**src/rtl/rx_mode_ctrl.sv**
```systemverilog
// Redundancy mode controller: synchronises and debounces the mode switches and
// applies a new mode only in an idle gap, followed by a pipeline reset pulse.
module rx_mode_ctrl #(
    parameter int SYNC_STAGES   = 2,
    parameter int STABLE_CYCLES = 1024,
    parameter int IDLE_GAP      = 12,
    parameter int RST_CYCLES    = 4
) (
    input  logic        clk125MHz,
    input  logic        reset,
    input  logic [1:0]  mode_req,
    input  logic        en_in,
    input  logic        loss_in,
    output logic [1:0]  mode_sel,
    output logic [2:0]  redundancy,
    output logic        pipe_rst,
    output logic        busy,
    output logic [15:0] frame_cnt,
    output logic [15:0] loss_cnt
);

    localparam int SW = (STABLE_CYCLES > 1) ? $clog2(STABLE_CYCLES) : 1;
    localparam int GW = $clog2(IDLE_GAP + 1);
    localparam int RW = $clog2(RST_CYCLES + 1);

    typedef enum logic [1:0] {RUN, WAIT_GAP, FLUSH} state_t;

    state_t state_q, state_d;
    logic [SYNC_STAGES-1:0][1:0] sync_q, sync_d;
    logic [1:0]    cand_q, cand_d;
    logic [1:0]    acc_q, acc_d;
    logic [SW-1:0] stab_q, stab_d;
    logic [GW-1:0] gap_q, gap_d;
    logic [RW-1:0] rst_cnt_q, rst_cnt_d;
    logic [1:0]    mode_sel_q, mode_sel_d;
    logic          en_q, loss_q;
    logic [15:0]   frame_cnt_q, frame_cnt_d;
    logic [15:0]   loss_cnt_q, loss_cnt_d;
    logic [1:0]    synced;

    assign synced = sync_q[SYNC_STAGES-1];

    always_comb begin
        sync_d = {sync_q[SYNC_STAGES-2:0], mode_req};
        cand_d = cand_q;
        acc_d  = acc_q;
        stab_d = stab_q;
        if (synced != cand_q) begin
            cand_d = synced;
            stab_d = '0;
        end else if (stab_q == SW'(STABLE_CYCLES - 1)) begin
            acc_d = cand_q;
        end else begin
            stab_d = stab_q + SW'(1);
        end
    end

    // The gap must be IDLE_GAP unbroken idle cycles; any en_in restarts it.
    always_comb begin
        state_d    = state_q;
        gap_d      = gap_q;
        rst_cnt_d  = rst_cnt_q;
        mode_sel_d = mode_sel_q;
        unique case (state_q)
            RUN: begin
                gap_d = '0;
                if (acc_q != mode_sel_q) state_d = WAIT_GAP;
            end
            WAIT_GAP: begin
                if (acc_q == mode_sel_q) begin
                    state_d = RUN;
                    gap_d   = '0;
                end else if (en_in) begin
                    gap_d = '0;
                end else if (gap_q == GW'(IDLE_GAP - 1)) begin
                    mode_sel_d = acc_q;
                    state_d    = FLUSH;
                    gap_d      = '0;
                    rst_cnt_d  = '0;
                end else begin
                    gap_d = gap_q + GW'(1);
                end
            end
            FLUSH: begin
                if (rst_cnt_q == RW'(RST_CYCLES - 1)) begin
                    state_d   = RUN;
                    rst_cnt_d = '0;
                end else begin
                    rst_cnt_d = rst_cnt_q + RW'(1);
                end
            end
            default: state_d = RUN;
        endcase
    end

    always_comb begin
        frame_cnt_d = frame_cnt_q;
        loss_cnt_d  = loss_cnt_q;
        if (state_q == FLUSH) begin
            frame_cnt_d = '0;
            loss_cnt_d  = '0;
        end else begin
            if (en_in && !en_q && frame_cnt_q != 16'hFFFF)
                frame_cnt_d = frame_cnt_q + 16'd1;
            if (loss_in && !loss_q && loss_cnt_q != 16'hFFFF)
                loss_cnt_d = loss_cnt_q + 16'd1;
        end
    end

    always_ff @(posedge clk125MHz or posedge reset) begin
        if (reset) begin
            state_q     <= RUN;
            sync_q      <= '0;
            cand_q      <= '0;
            acc_q       <= '0;
            stab_q      <= '0;
            gap_q       <= '0;
            rst_cnt_q   <= '0;
            mode_sel_q  <= '0;
            en_q        <= 1'b0;
            loss_q      <= 1'b0;
            frame_cnt_q <= '0;
            loss_cnt_q  <= '0;
        end else begin
            state_q     <= state_d;
            sync_q      <= sync_d;
            cand_q      <= cand_d;
            acc_q       <= acc_d;
            stab_q      <= stab_d;
            gap_q       <= gap_d;
            rst_cnt_q   <= rst_cnt_d;
            mode_sel_q  <= mode_sel_d;
            en_q        <= en_in;
            loss_q      <= loss_in;
            frame_cnt_q <= frame_cnt_d;
            loss_cnt_q  <= loss_cnt_d;
        end
    end

    always_comb begin
        unique case (mode_sel_q)
            2'd0:    redundancy = 3'd1;
            2'd1:    redundancy = 3'd3;
            2'd2:    redundancy = 3'd5;
            default: redundancy = 3'd0;
        endcase
    end

    assign mode_sel  = mode_sel_q;
    assign pipe_rst  = (state_q == FLUSH);
    assign busy      = (state_q != RUN);
    assign frame_cnt = frame_cnt_q;
    assign loss_cnt  = loss_cnt_q;

endmodule

```
**config.mk**
```make
export PLATFORM = sky130hd
export DESIGN_NAME = rx_mode_ctrl
export DESIGN_NICKNAME = d
export VERILOG_FILES = /design/src/rtl/rx_mode_ctrl.sv
export SDC_FILE = /design/constraint.sdc
export NUM_CORES = 1
export LEC_CHECK = 0
export CORE_AREA = 2 2 84 86
export DETAILED_ROUTE_END_ITERATION = 8
export DIE_AREA = 0 0 86 88
export GPL_ROUTABILITY_DRIVEN = 0
export GPL_TIMING_DRIVEN = 0
export PLACE_DENSITY = 0.8
export SYNTH_ARGS = -nofsm -noshare
export SYNTH_HDL_FRONTEND = slang
export SYNTH_SLANG_ARGS = --single-unit
```
**constraint.sdc**
```tcl
create_clock -name clk125MHz -period 6.8 [get_ports clk125MHz]
set_input_delay 2.04 -clock clk125MHz [delete_from_list [all_inputs] [get_ports clk125MHz]]
set_output_delay 2.04 -clock clk125MHz [all_outputs]
set_load 0.01 [all_outputs]
```
* Word level (Yosys, flattened, before mapping) *
Cells that the tools add are included.

cells by class
  divide/modulo/power cells = 0
  $lt $le $gt $ge = 0
  $add $sub $neg = 5
  $mul = 0
  shift operators = 0
  multiplexer cells = 22
  bitwise logic cells = 3
  reductions and logical operators = 17
  eq/ne operators = 20

operators with widths
  operator                                       count
  two-way mux 16 bit                             4
  adder 16 x 1 -> 16 bit, second input constant  2
  inequality test 16 bit, second input constant  2
  two-way mux 10 bit                             2
  two-way mux 3 bit                              4
  two-way mux 4 bit                              3
  AND reduction 4 bit                            3
  adder 10 x 1 -> 10 bit, second input constant  1
  == test 10 bit, second input constant          1
  two-way mux 2 bit                              5
  inequality test 2 bit, second input constant   5
  nonzero test 2 bit                             5
  case mux 3 bit (3 select lines)                1
  case mux 4 bit (2 select lines)                1
  inequality test 3 bit, second input constant   2
  case mux 2 bit (3 select lines)                1
  case mux 3 bit (2 select lines)                1
  adder 4 x 1 -> 4 bit, second input constant    1
  == test 2 x 1 -> 1 bit, second input constant  2
  == test 2 bit, second input constant           2
  == test 4 bit, second input constant           1
  logical AND 1 bit                              4
  zero test 2 bit                                2
  inequality test 2 bit                          2
  7 further kinds                                10

word-level totals
  output and inout port bits = 39
  input bits = 6
  register bits after elaboration = 63
  memory bits (read-only) = 0
  memories = 0
  latch bits = 0
  RAM bits = 0

* Longest topological paths before layout *
Gate-level depths: netlist of the first run.

  word-level depth = 5
  depth in mapped cells = 6

* Least setup slack after synthesis of the first run *
OpenSTA, ideal clock, no wires.

  path type = input-to-reg
  from = input port en_in
  to = register frame_cnt_q[10], in the netlist frame_cnt[10]
  library setup time = 0.078 ns
  buffers on the path = 0
  cell stages on the path = 4
  slack = 3.687 ns
  arrival time = 3.035 ns
  path through = and3b_2 -> nand4_4 -> or4_1 -> a21oi_1

on the way
  word-level cells in the longest chain between the ends = 3

RTL lines
  item                                 RTL line  text
  from (decl)                          12        input logic en_in,
  logical AND 1 bit (2 in series)      103       if (en_in && !en_q && frame_cnt_q != 16'hFFFF)
  nonzero test 2 bit (no source line)  n/a
  to (signal assigned)                 135       frame_cnt_q <= frame_cnt_d;
  to (decl)                            37        logic [15:0] frame_cnt_q, frame_cnt_d;

Every way passes these cells.
A chain may end at the register's enable or synchronous reset.

* Worst setup path in the final report of the first run *
  from = register state_q[1]
  to = output port pipe_rst

on the way
  word-level cells in the longest chain between the ends = 1

RTL lines
  item                    RTL line  text
  from (decl)             28        state_t state_q, state_d;
  from (signal assigned)  125       state_q <= state_d;
  == test 2 bit           150       assign pipe_rst = (state_q == FLUSH);
  to (decl)               16        output logic pipe_rst,

Every way passes these cells.

==> impl_metrics.py, run 1 <==
metrics = {
    "worst_setup_path": {
        "worst_setup_path_start_kind": "flop",
        "timing.critical_path.fanout_max": 10,
        "worstSetupPathType": "reg -> out",
        "cpMaxStageDelayCell": "sky130_fd_sc_hd__clkdlybuf4s50_1",
        "crit_required_ns": 4.76,
        "critical_path_arrival_ns": 2.09,
        "critical_path.max_stage_delay_ns": 0.63,
        "type_of_element_capturing_the_critical_path": "output port",
        "cp_cell_sequence": "nand2b_1 > clkinv_1 > clkbuf_1 > clkdlybuf4s50_1",
    },
    "global_routing": {
        "antenna_found_initial": 0,
        "pin_count_of_the_biggest_net_entering_global_routing": 44,
        "first_global_vias": 2646,
        "grt_overflow": 0,
        "first_pass_grt_wire_length_mm": 11.8,
        "grt_util_all_layers": 0.197,
    },
    "routing": {
        "met2_wirelength_mm": 3.42,
        "detail_route.iter0.violations": 209,
        "post_drt_via_cell_ratio": 6.02,
        "drt.antenna.violating_nets": 0,
        "wl_met1_mm": 2.89,
        "route.final.wire_length_mm": 6.76,
        "drtPass1Iterations": 6,
        "wl_per_instance_um": 14.8,
        "top_layer": "met4",
        "met3_length_um": 326,
        "drcViolationCount": 0,
        "detailroute.via_count": 2753,
    },
    "min_path": {
        "type_of_the_worst_min_delay_path": "reg -> reg",
    },
    "power_and_ir_drop": {
        "power.leakage_nw": 1.67,
        "power.share.switching": 0.270,
        "internal_power_mw": 0.659,
        "power_per_cell_area_nw_per_um2": 227,
        "pwr-share-seq": 0.493,
        "combPwrFrac": 0.147,
        "clkPwrFrac": 0.360,
        "total_switching_power_mw": 0.243,
        "vdd_ir_drop_max_mv": 0.111,
    },
    "timing": {
        "finalSetupTns_ns": 0,
        "slew_viol_final": 0,
        "hold-worst-slack_ns": 0.349,
        "relSlewSlack": 0.630,
        "final.setup_skew_ns": 0.0113,
        "setup-violations-final": 0,
        "final_critical_path_setup_slack_ns": 2.67,
        "fin_crit_sh": 0.608,
        "max_freq_mhz": 242,
        "final.min_clock_period_ns": 4.13,
        "worst_pin_slew_ns": 0.550,
        "unrepaired_setup_endpoints_after_global_routing": "false",
        "report.final.hold_viol_count": 0,
    },
    "floorplan": {
        "top_level_ports": 45,
        "initial_utilization": 0.483,
        "design.core.area_um2": 6640,
        "fp.dieH_um": 88,
        "die_width_um": 86,
        "dieArea_um2": 7570,
        "std_cell_rows": 30,
    },
    "yosys": {
        "synth_nets": 328,
        "synth_sequential_area_ratio": 0.491,
        "yosys_register_bits": 63,
        "gate_count_after_technology_mapping": 317,
        "synth_edf_count": 0,
        "synth_top_flop_cell": "sky130_fd_sc_hd__dfrtp_1",
        "count_of_different_cell_masters_after_synthesis": 51,
        "ys_async_sr_fraction": 1.00,
        "syn-mean-instance-area_um2": 10.1,
        "ys_warn_count": 0,
        "post_synth_instance_area_um2": 3210,
    },
    "cells_and_area": {
        "flow.area_growth_from_synthesis_pct": 23.6,
        "num-fill-cells": 571,
        "number_of_standard_cells_in_the_layout_taps_in_and_fillers_out": 457,
        "antenna-diode-count": 0,
        "final_cell_mix": "63 x sky130_fd_sc_hd__dfrtp_1, 44 x sky130_fd_sc_hd__clkdlybuf4s50_1, 31 x sky130_fd_sc_hd__nand2_1",
        "mostFrequentLayoutCell": "sky130_fd_sc_hd__dfrtp_1",
        "final_nets": 384,
        "final_layout_size_suffix_gt1_frac": 0.101,
    },
    "run": {
        "max-cap-violations": 0,
    },
    "place": {
        "numPortBuffers": 44,
        "post-place-cells": 442,
        "detailed_place_hpwl_mm": 4.86,
        "dpl_worst_slack_ns": 2.89,
    },
    "clocking": {
        "clk_transition_reported_paths_ns": 0.06,
        "cts_hold_repair.buffers": 0,
        "clock-root-buffer": "sky130_fd_sc_hd__clkbuf_8",
        "clock_sinks": 63,
        "clk_latency_ns": 0.34,
        "clock_tree.buffer_depth": 2,
        "clock_tree_from_tritoncts": "built",
        "cts_resized": 0,
        "post-cts-setup-buffer-count": 0,
        "htreeDepth": 3,
        "tritoncts.num_buffers": 9,
    },
    "status": {
        "outcome": "finished, final reports clean",
    },
}
## power by group through the flow
stage	Clock (mW)	Sequential, mW	Combinational (mW)
6_report	0.325	0.444	0.133
4_1_cts	0.332	0.444	0.135
3_3_place_gp	0	0.450	0.128
5_1_grt	0.347	0.450	0.149
3_5_place_dp	0	0.451	0.135
2_1_floorplan	0	0.451	0.0573
## worst paths after layout
| check | endpoint | cells past startpoint | startpoint | slack [ns] |
|---|---|---|---|---|
| setup / recovery | pipe_rst | 4 | state_q[1] | 2.67 |
| hold / removal | synced[1] | 0 | sync_d[3] | 0.35 |
| setup reg to reg | loss_cnt[6] | 5 | state_q[1] | 4.88 |
| hold reg to reg | synced[1] | 0 | sync_d[3] | 0.35 |
| max in group asynchronous | loss_cnt[2] | 3 | reset | 4.20 |
| min in group asynchronous | loss_q | 2 | reset | 2.02 |
## synth_stat cells, types with 8 or more instances
master,instances,share of area
sky130_fd_sc_hd__nand4_1,9,0.018
sky130_fd_sc_hd__nand2b_1,8,0.016
sky130_fd_sc_hd__o21ai_0,15,0.023
sky130_fd_sc_hd__nand2_1,31,0.036
sky130_fd_sc_hd__nor2b_1,8,0.016
sky130_fd_sc_hd__a21oi_1,22,0.034
sky130_fd_sc_hd__nand3_1,15,0.023
sky130_fd_sc_hd__o31ai_1,12,0.028
sky130_fd_sc_hd__dfrtp_1,63,0.49
sky130_fd_sc_hd__nor2_1,16,0.019
## critical path: cells and delay by family (launching register included)
family                 cells  cell delay (ns)
buffers and inverters      3             1.22
flip-flops                 1             0.44
AND/OR/NAND/NOR            1             0.10
## stage by stage
step                      power [mW]  utilization  cell area (um^2)
final                          0.902        0.597              3970
after global routing           0.946        0.597              3970
after CTS                      0.911        0.597              3970
after detailed placement       0.585        0.567              3770
after global placement         0.578        0.564              3750
after floorplan                0.508            -              3210
## metal layers
metal  track usage  vias to the layer above
met4        0.0924                        0
li1              -                     1320
met5             0                        -
met2         0.330                       59
met3        0.0452                       11
met1         0.243                     1363
## sequential cells by signal, indices dropped and copies added, names as in the netlist
signal,count
rst_cnt_q,3
gap_q,4
loss_cnt,16
en_q,1
cand_q,2
sync_d,2
mode_sel,2
synced,2
stab_q,10
acc_q,2
frame_cnt,16
state_q,2
loss_q,1
## cell type report
type	instances	area [um^2]	area share
flip-flops and latches	63	1580	0.397
multi-input cells	238	1570	0.396
repair buffers	45	460	0.116
clock buffers	12	155	0.0391
well taps	80	100	0.0252
clock inverters	3	42.5	0.0107
plain buffers	8	31.3	0.00789
inverters	8	30.0	0.00757
## cells by family (layout without fill, tap and decap cells)
family	after synthesis	after routing	synth area share
xor+xnor	9	9	0.0246
buf+inv	16	76	0.0191
mux	9	9	0.0296
simple gates	139	139	0.263
flops	63	63	0.491
compound gates	76	76	0.153
fa+ha+maj	5	5	0.0195
No activity file was read; power rests on OpenSTA's default activity.
==> run 2: changes to the inputs <==
- PLACE_DENSITY: 0.8 -> 0.83
- clock period: 6.8 -> 3.79 ns (I/O delays scaled with it)
==> run 2 against run 1 <==
Final cell count up 0.22%; register-to-register slack worse by 3.0 ns; flip-flop and latch count unchanged; worst setup slack worse by 2.1 ns; clock skew up 0.0042 ns; wire length up 6.4%; sequential power up 80%; critical path type unchanged; first-iteration DRC count down 28%; cell area up 0.73%; clock power up 110%; utilization up 0.43 points; total power up 90%.
==> impl_metrics.py, run 2 (synthesis gave the netlist of run 1 again) <==
metrics = {
    "clocking": {
        "cts_hold_repair.buffers": 0,
        "post-cts-setup-buffer-count": 0,
        "clk_latency_ns": 0.36,
        "clock-root-buffer": "sky130_fd_sc_hd__clkbuf_8",
        "clk_transition_reported_paths_ns": 0.08,
        "cts_resized": 0,
        "tritoncts.num_buffers": 9,
        "htreeDepth": 3,
        "clock_tree.buffer_depth": 2,
        "clock_sinks": 63,
        "clock_tree_from_tritoncts": "built",
    },
    "power_and_ir_drop": {
        "power.leakage_nw": 1.68,
        "clkPwrFrac": 0.395,
        "vdd_ir_drop_max_mv": 0.236,
        "power_per_cell_area_nw_per_um2": 430,
        "total_switching_power_mw": 0.493,
        "internal_power_mw": 1.22,
        "power.share.switching": 0.287,
        "pwr-share-seq": 0.465,
        "combPwrFrac": 0.140,
    },
    "floorplan": {
        "dieArea_um2": 7570,
        "fp.dieH_um": 88,
        "std_cell_rows": 30,
        "top_level_ports": 45,
        "die_width_um": 86,
        "initial_utilization": 0.483,
        "design.core.area_um2": 6640,
    },
    "routing": {
        "drtPass1Iterations": 4,
        "route.final.wire_length_mm": 7.19,
        "detailroute.via_count": 2754,
        "drcViolationCount": 0,
        "wl_per_instance_um": 15.7,
        "post_drt_via_cell_ratio": 6.01,
        "drt.antenna.violating_nets": 0,
        "detail_route.iter0.violations": 151,
    },
    "worst_setup_path": {
        "worst_setup_path_start_kind": "flop",
        "timing.critical_path.fanout_max": 10,
        "worstSetupPathType": "reg -> out",
        "worstRegToRegCells": 5,
        "critical_path_arrival_ns": 2.10,
        "type_of_element_capturing_the_critical_path": "output port",
        "crit_required_ns": 2.65,
    },
    "cells_and_area": {
        "finalInstanceArea_um2": 4000,
        "flow.area_growth_from_synthesis_pct": 24.5,
        "final_cell_mix": "63 x sky130_fd_sc_hd__dfrtp_1, 44 x sky130_fd_sc_hd__clkdlybuf4s50_1, 31 x sky130_fd_sc_hd__nand2_1",
        "antenna-diode-count": 0,
        "number_of_standard_cells_in_the_layout_taps_in_and_fillers_out": 458,
        "final_layout_size_suffix_gt1_frac": 0.106,
        "mostFrequentLayoutCell": "sky130_fd_sc_hd__dfrtp_1",
        "final_nets": 384,
    },
    "timing": {
        "worst_pin_slew_ns": 0.578,
        "unrepaired_setup_endpoints_after_global_routing": "false",
        "fin_crit_sh": 0.854,
        "report.final.hold_viol_count": 0,
        "final.setup_skew_ns": 0.0155,
        "finalSetupTns_ns": 0,
        "max_freq_mhz": 309,
        "final.min_clock_period_ns": 3.24,
        "setup-violations-final": 0,
        "slew_viol_final": 0,
        "relSlewSlack": 0.611,
    },
    "global_routing": {
        "grt_util_all_layers": 0.206,
        "first_global_vias": 2599,
        "pin_count_of_the_biggest_net_entering_global_routing": 43,
        "grt_overflow": 0,
        "first_pass_grt_wire_length_mm": 12.2,
        "antenna_found_initial": 0,
    },
    "place": {
        "dpl-instance-area_um2": 3770,
        "numPortBuffers": 44,
        "detailed_place_hpwl_mm": 5.00,
        "post-place-cells": 442,
    },
    "min_path": {
        "type_of_the_worst_min_delay_path": "reg -> reg",
        "holdPathStages": 0,
    },
    "run": {
        "max-cap-violations": 0,
    },
    "status": {
        "outcome": "finished, final reports clean",
    },
}
[run 2: cell types whose count changed in the layout (fill, tap and decap cells not counted)]
cell,previous run,this run
sky130_fd_sc_hd__clkinv_2,1,0
sky130_fd_sc_hd__clkinv_4,0,1
sky130_fd_sc_hd__bufinv_16,1,2
sky130_fd_sc_hd__clkbuf_8,11,9
sky130_fd_sc_hd__inv_6,0,3
sky130_fd_sc_hd__clkbuf_1,7,6
[run 2: layout make-up]
cell class                      count  area [um^2]
Fill cell                         561         2650
Sequential cell                    63         1580
Multi-Input combinational cell    238         1570
Timing Repair Buffer               45          460
Clock buffer                        9          124
Clock inverter                      7          103
Tap cell                           80          100
Buffer                              8         31.3
Inverter                            8         30.0
[run 2: worst paths after layout]
path | startpoint | to | slack, ns
worst max-delay path | state_q[1] | pipe_rst | 0.55
worst min-delay path | sync_d[3] | synced[1] | 0.35
worst max register to register | loss_cnt[1] | loss_cnt[12] | 1.89
worst min register to register | sync_d[3] | synced[1] | 0.35
max in group asynchronous | reset | loss_cnt[6] | 2.09
min in group asynchronous | reset | sync_d[3] | 1.11
[run 2: critical path: stages, from the launching register on]
cell	delay, ns
sky130_fd_sc_hd__dfrtp_1	0.44
sky130_fd_sc_hd__nand2b_1	0.10
sky130_fd_sc_hd__clkinv_1	0.19
sky130_fd_sc_hd__clkbuf_1	0.38
sky130_fd_sc_hd__clkdlybuf4s50_1	0.63
[run 2: power groups by stage]
stage	Combinational, mW	Sequential [mW]	Clock, mW
final	0.241	0.797	0.679
after global routing	0.268	0.809	0.716
after CTS	0.243	0.796	0.687
after detailed placement	0.241	0.809	0
after global placement	0.229	0.805	0
after floorplan	0.103	0.809	0
[run 2: layer usage]
layer,GRT usage,share of wire,vias up
met1,0.265,0.44,1352
met2,0.340,0.49,69
met4,0.0981,0.016,0
li1,-,-,1318
met5,0,0,-
met3,0.0339,0.051,15
[run 2: through the flow]
| step | utilization | worst slack [ns] | power (mW) | hold slack [ns] |
|---|---|---|---|---|
| after global placement | 0.564 | 0.0267 | 1.03 | 0.334 |
| final | 0.601 | 0.555 | 1.72 | 0.354 |
| after global routing | 0.601 | 0.421 | 1.79 | 0.372 |
| after floorplan | - | 1.08 | 0.912 | 0.331 |
| after detailed placement | 0.567 | 0.810 | 1.05 | 0.336 |
| after CTS | 0.601 | 0.518 | 1.73 | 0.358 |
